<file path="src/rtl/game_port_ctrl.sv">
// Apple IIgs game-port block: paddle RC-timeout emulation from MiSTer axes plus pushbutton reads.
// Reads are combinational off registered state; timers load on a $C070 access and count down on cpu_ce.
module game_port_ctrl #(
  parameter int CNT_W       = 12,
  parameter int AXIS_OFFSET = 128
) (
  input  logic       clk,
  input  logic       reset,
  input  logic       cpu_ce,
  input  logic       io_sel,
  input  logic       rw,
  input  logic [7:0] addr,
  input  logic [7:0] joy_x0,
  input  logic [7:0] joy_y0,
  input  logic [7:0] joy_x1,
  input  logic [7:0] joy_y1,
  input  logic [2:0] buttons,
  output logic [7:0] dout,
  output logic       dout_hit
);

  localparam logic [7:0] OFFSET = AXIS_OFFSET[7:0];

  logic [7:0]       joy     [4];
  logic [7:0]       pdl     [4];
  logic [CNT_W-1:0] timeout [4];
  logic [CNT_W-1:0] cnt     [4];
  logic [3:0]       timing;
  logic [2:0]       pb_meta;
  logic [2:0]       pb_sync;
  logic             trig;

  assign joy[0] = joy_x0;
  assign joy[1] = joy_y0;
  assign joy[2] = joy_x1;
  assign joy[3] = joy_y1;

  assign trig = io_sel && (addr == 8'h70);

  // Timeout approximates the IIgs paddle RC constant: pdl*11.25 CPU cycles.
  always_comb begin
    for (int i = 0; i < 4; i++) begin
      pdl[i]     = joy[i] + OFFSET;
      timeout[i] = CNT_W'(pdl[i]) * CNT_W'(11) + CNT_W'(pdl[i] >> 2);
      timing[i]  = (cnt[i] != '0);
    end
  end

  always_ff @(posedge clk) begin
    if (reset) begin
      for (int i = 0; i < 4; i++) cnt[i] <= '0;
    end else if (trig) begin
      for (int i = 0; i < 4; i++) cnt[i] <= timeout[i];
    end else if (cpu_ce) begin
      for (int i = 0; i < 4; i++)
        if (cnt[i] != '0) cnt[i] <= cnt[i] - CNT_W'(1);
    end
  end

  always_ff @(posedge clk) begin
    if (reset) begin
      pb_meta <= '0;
      pb_sync <= '0;
    end else begin
      pb_meta <= buttons;
      pb_sync <= pb_meta;
    end
  end

  // $C070 reads trigger the timers but are deliberately not claimed on the data mux.
  always_comb begin
    dout     = '0;
    dout_hit = 1'b0;
    if (!reset && io_sel && rw) begin
      case (addr)
        8'h61: begin dout_hit = 1'b1; dout[7] = pb_sync[0]; end
        8'h62: begin dout_hit = 1'b1; dout[7] = pb_sync[1]; end
        8'h63: begin dout_hit = 1'b1; dout[7] = pb_sync[2]; end
        8'h64, 8'h65, 8'h66, 8'h67: begin
          dout_hit = 1'b1;
          dout[7]  = timing[addr[1:0]];
        end
        default: ;
      endcase
    end
  end

endmodule

</file>
<file path="config.mk">
export PLATFORM = sky130hd
export DESIGN_NAME = game_port_ctrl
export DESIGN_NICKNAME = d
export VERILOG_FILES = /design/src/rtl/game_port_ctrl.sv
export SDC_FILE = /design/constraint.sdc
export NUM_CORES = 1
export LEC_CHECK = 0
export ABC_AREA = 1
export CAP_MARGIN = 20
export CORE_UTILIZATION = 60
export CTS_CLUSTER_DIAMETER = 200
export DETAILED_ROUTE_END_ITERATION = 10
export GPL_ROUTABILITY_DRIVEN = 0
export PLACE_DENSITY = 0.81
export SYNTH_ARGS = -nofsm -noshare
export SYNTH_HDL_FRONTEND = slang
export SYNTH_SLANG_ARGS = --single-unit
</file>
<file path="constraint.sdc">
create_clock -name clk -period 3.65 [get_ports clk]
set_input_delay 0.73 -clock clk [delete_from_list [all_inputs] [get_ports clk]]
set_output_delay 0.73 -clock clk [all_outputs]
set_load 0.005 [all_outputs]
</file>
=== Word-level counts from Yosys, hierarchy flattened ===
Memory sizes are Yosys's and may differ from the RTL's.
Cells that the tools add are included.

* Register bits: 6
* Latch bits: 0
* Bits in writable memories: 48
* Memory bits (read-only): 0
* Output and inout port bits: 9
* Word-level logic and storage cells: 85
* Memories: 1

* $add $sub $neg: 12
* $mul: 4
* Divide/modulo/power cells: 0
* Order comparisons: 1
* Eq/ne operators: 8
* Shifts and indexed selects: 0
* Muxes and demuxes: 39
* Bitwise logic cells: 8
* Reduce and logical (&&, ||, !) cells: 10

{| class="wikitable"
|+ Memories
! name !! depth !! bits a word !! rd ports !! clocked after Yosys merged registers in !! write ports !! line !! text
|-
| cnt || 4 || 12 || 4 || 0 || 4 || 27 || <nowiki>logic [CNT_W-1:0] cnt [4];</nowiki>
|}

{| class="wikitable"
|+ Operators with widths
! kind !! count
|-
| 2-to-1 mux 12 bit || 8
|-
| equality test 8 x 7 -> 1 bit (second input constant) || 8
|-
| adder 12 x 6 -> 12 bit || 4
|-
| multiplier 8 x 4 -> 12 bit (second input constant) || 4
|-
| nonzero test 12 bit || 4
|-
| subtractor 12 x 1 -> 12 bit (second input constant) || 4
|-
| adder 8 bit (second input constant) || 4
|-
| 2-to-1 mux 1 bit || 29
|-
| bitwise OR 1 bit || 8
|-
| OR reduction 7 bit || 1
|-
| case mux 1 bit (4 select lines) || 1
|-
| OR reduction 4 bit || 1
|-
| logical AND 1 bit || 3
|-
| < comparator 2 x 3 -> 1 bit (second input constant) || 1
|-
| binary-select mux 1 bit (select 2 bit) || 1
|-
| logical NOT 1 bit || 1
|}

=== Logic depth before layout (Yosys ltp) ===
An unclocked memory read counts as a cell.

* Depth in word-level cells: 8
* Mapped depth: 17
* Depth with buffers taken out: 17

=== Least setup slack after synthesis ===
Ideal clock, no wire load.

* Path kind: input to register
* Start: input port joy_x1[2]
* End: memory cnt[2][7] (data pin)
* Data arrival time: 3.135 ns
* Required time: 3.397 ns
* Slack: 0.262 ns
* Cell stages on the path: 12
* Path through: ha_1 -> fa_1 -> inv_1 -> fa_1 -> inv_1 -> ha_1 -> nand2_1 -> o21ai_0 -> a21oi_1 -> or2_2 -> nand3_1 -> nand2_1

{| class="wikitable"
|+ RTL lines
! element !! line !! text
|-
| start: declaration || 15 || <nowiki>input logic [7:0] joy_x1,</nowiki>
|-
| end: declaration || 27 ||
|}

==> key figures <==
Outcome
  – Outcome: completed

STA
  – Unrepaired setup endpoints after global routing: true
  – Max-slew headroom: 0.635
  – Final Hold Vio Count: 0
  – Minimum clock period: 3.61 ns
  – Final setup skew: 0.0110 ns
  – WHS: 0.404 ns
  – Fmax: 277 MHz
  – Max-slew violations: 0
  – Slew @ Worst Pin: 0.547 ns
  – Setup ws final: 0.0436 ns
  – # setup viols final: 0
  – Final cycle utilization of the critical path: 0.988

Clocking
  – Clk root buf: clkbuf_16
  – CTS tree: done
  – Setup repair bufs after CTS: 0
  – Clock slew at reported path FFs: 0.08 ns
  – Worst-Skew Late Latency: 0.30 ns
  – Hold buffer count at cts: 0
  – Clock buffer depth: 2
  – CTS Sinks: 54
  – H-tree levels: 2
  – TritonCTS buffer count: 5

Yosys
  – Adder-cell share of the synthesized area: 0.283
  – Post-synthesis cell type count: 37
  – Mux share of post-synthesis cell area: 0
  – Asr flop ratio synth: 0
  – Synth top area share: 0.189
  – Ys flop type: edfxtp_1
  – Simple-Gate Fraction of Synth Area: 0.280
  – Mapped Area: 0.00763 mm^2
  – Flops & latches, synth: 54
  – Syn Inst Count: 1055
  – Area leader, netlist: edfxtp_1
  – Post-synth EDFFs: 48
  – Synth area leaders: edfxtp_1 19%, ha_1 19%, nand2_1 12%
  – Sequential cell area fraction in the yosys report: 0.205
  – Post-Synth XOR/XNOR Area: 0.0459
  – Compound-Gate Fraction of Synth Area: 0.0582
  – Largest family of logic cells by synthesized area: adder cells
  – Average size of a mapped cell: 7.23 um^2
  – Yosys warns: 0

Setup path
  – Kind of critical path: in -> reg
  – Worst Reg-to-Reg Cells: 7
  – Largest fanout on the critical path: 4
  – Worst Path Required: 3.69 ns
  – Worst EP arrival: 3.65 ns
  – Startpoint types: primary input
  – Critical Path End Type: register
  – Worst r2r src: cnt[0][5]
  – Crit path launch: joy_y0[2]

Floorplan
  – Initial Util: 0.625
  – I/O pins: 57
  – Core area: 0.0122 mm^2
  – Chip Height: 115 um
  – # rows: 40
  – Die area: 0.0132 mm^2
  – Die X: 115 um

Placement
  – DP Area: 0.00875 mm^2
  – PortBufs: 49
  – Final HPWL DP: 13500 um
  – Setup WS pre-CTS: -0.333 ns

Finish
  – Commonest non-fill, non-tap cell in the layout: nand2_1
  – Antenna Cells: 0
  – Layout cell share with drive strength beyond 1: 0.115
  – Final Util: 0.745
  – Fin area: 0.00910 mm^2
  – Area Overhead vs Synth: 19.2%
  – Final nets: 1370
  – Commonest non-fill, non-tap cells in the layout: 243 x nand2_1, 222 x inv_1, 104 x ha_1

Pwr
  – VDD IR-drop max: 223 uV
  – Leakage power: 0.00483 uW
  – Pwr/cell area: 396 mW/mm^2

GRT
  – Vias in the first global route: 6407
  – First-pass GRT wire length: 27300 um
  – Gr usage total: 0.254
  – Largest net degree at the start of global routing: 29
  – Total grt overflow: 0
  – Initial antenna violation count: 0

Routing
  – Met2 Wirelength: 8210 um
  – TritonRoute pass-1 iters: 5
  – DRC Markers: 0
  – Metal3 WL: 616 um
  – Drt total wl: 16500 um
  – Routed len/inst: 12.3 um
  – Initial DRC count: 493
  – Via-to-Cell Ratio: 5.12
  – Top Metal Used: met4
  – Via count: 6859
  – M1 WL: 7370 um
  – Routed Antenna Nets: 0

Run
  – Max cap viols: 0

Worst hold path
  – Cells on Worst Hold Path: 2
  – Hold_sp: pb_meta[2]
  – Min-delay worst type: reg -> reg
-- metrics by stage --
stage / total power [uW] / std cells / TNS (ns)
6_report: 3610 / 1340 / 0
5_1_grt: 3930 / 1340 / -0.164
4_1_cts: 3430 / 1340 / 0
3_5_place_dp: 2940 / 1332 / -5.93
3_3_place_gp: 2860 / 1332 / -4.26
2_1_floorplan: 2320 / 1061 / 0
-- flip-flops by register name (all words and copies together), names as in the netlist --
name / flops
cnt: 48
pb_sync: 3
pb_meta: 3
-- cells by family after synthesis --
family                   after synthesis
AO/OA/AOI/OAI                         84
XOR/XNOR                              40
adder cells (fa/ha/maj)              151
buffers and inverters                241
flip-flops                            54
other                                  1
AND/OR/NAND/NOR                      484
-- final timing paths --
path | end | slack (ns)
max | cnt[1][10] | 0.04
min | pb_sync[2] | 0.40
max reg2reg | cnt[0][2] | 1.51
min reg2reg | pb_sync[2] | 0.40
-- Yosys cell counts, types with 5 or more instances --
cell and count:
nand4_1 14, fa_1 36, o21ai_0 37, nand2_1 245
nor2_1 108, xor2_1 27, a21oi_1 36, inv_1 222
nand3_1 80, o21bai_1 5, dfxtp_1 6, edfxtp_1 48
nand3b_1 12, buf_4 10, ha_1 115, xnor2_1 13
-- per-layer routing --
layer | track usage | vias up
li1 | - | 3556
met1 | 0.331 | 3123
met2 | 0.460 | 155
met3 | 0.0200 | 25
met4 | 0.0597 | 0
met5 | 0 | -
-- worst max-delay path, stage by stage --
cell and delay, ns:
clkdlybuf4s50_1 0.56, ha_4 0.23, fa_1 0.51, inv_1 0.06
fa_1 0.52, inv_1 0.08, ha_4 0.29, nand2_1 0.09
nor2_2 0.19, nand3_2 0.11, nand3_1 0.10, nand2_1 0.05
nand3_1 0.06, a21oi_1 0.07
-- cell type report --
type                    count  area, um^2
clock buffers               5         125
inverters                 226         848
multi-input cells         766        5320
well taps                 168         210
flip-flops and latches     54        1560
clock inverters             3        23.8
fillers                   981        3110
repair buffers            118        1010
-- timing repair --
action | 4_1_cts | 5_1_grt
endpoints found under the hold margin | 0 | 0
pin swaps | 0 | 9
gates resized for setup | 1 | 42
endpoints found under the setup margin | 1 | 21
-- report_power, final --
part           leakage, uW  internal [uW]  switching [uW]
clock network    0.0000664            257             227
registers         0.000561            799            68.4
logic              0.00420            988            1270
Power figures use the tool's default switching activity.
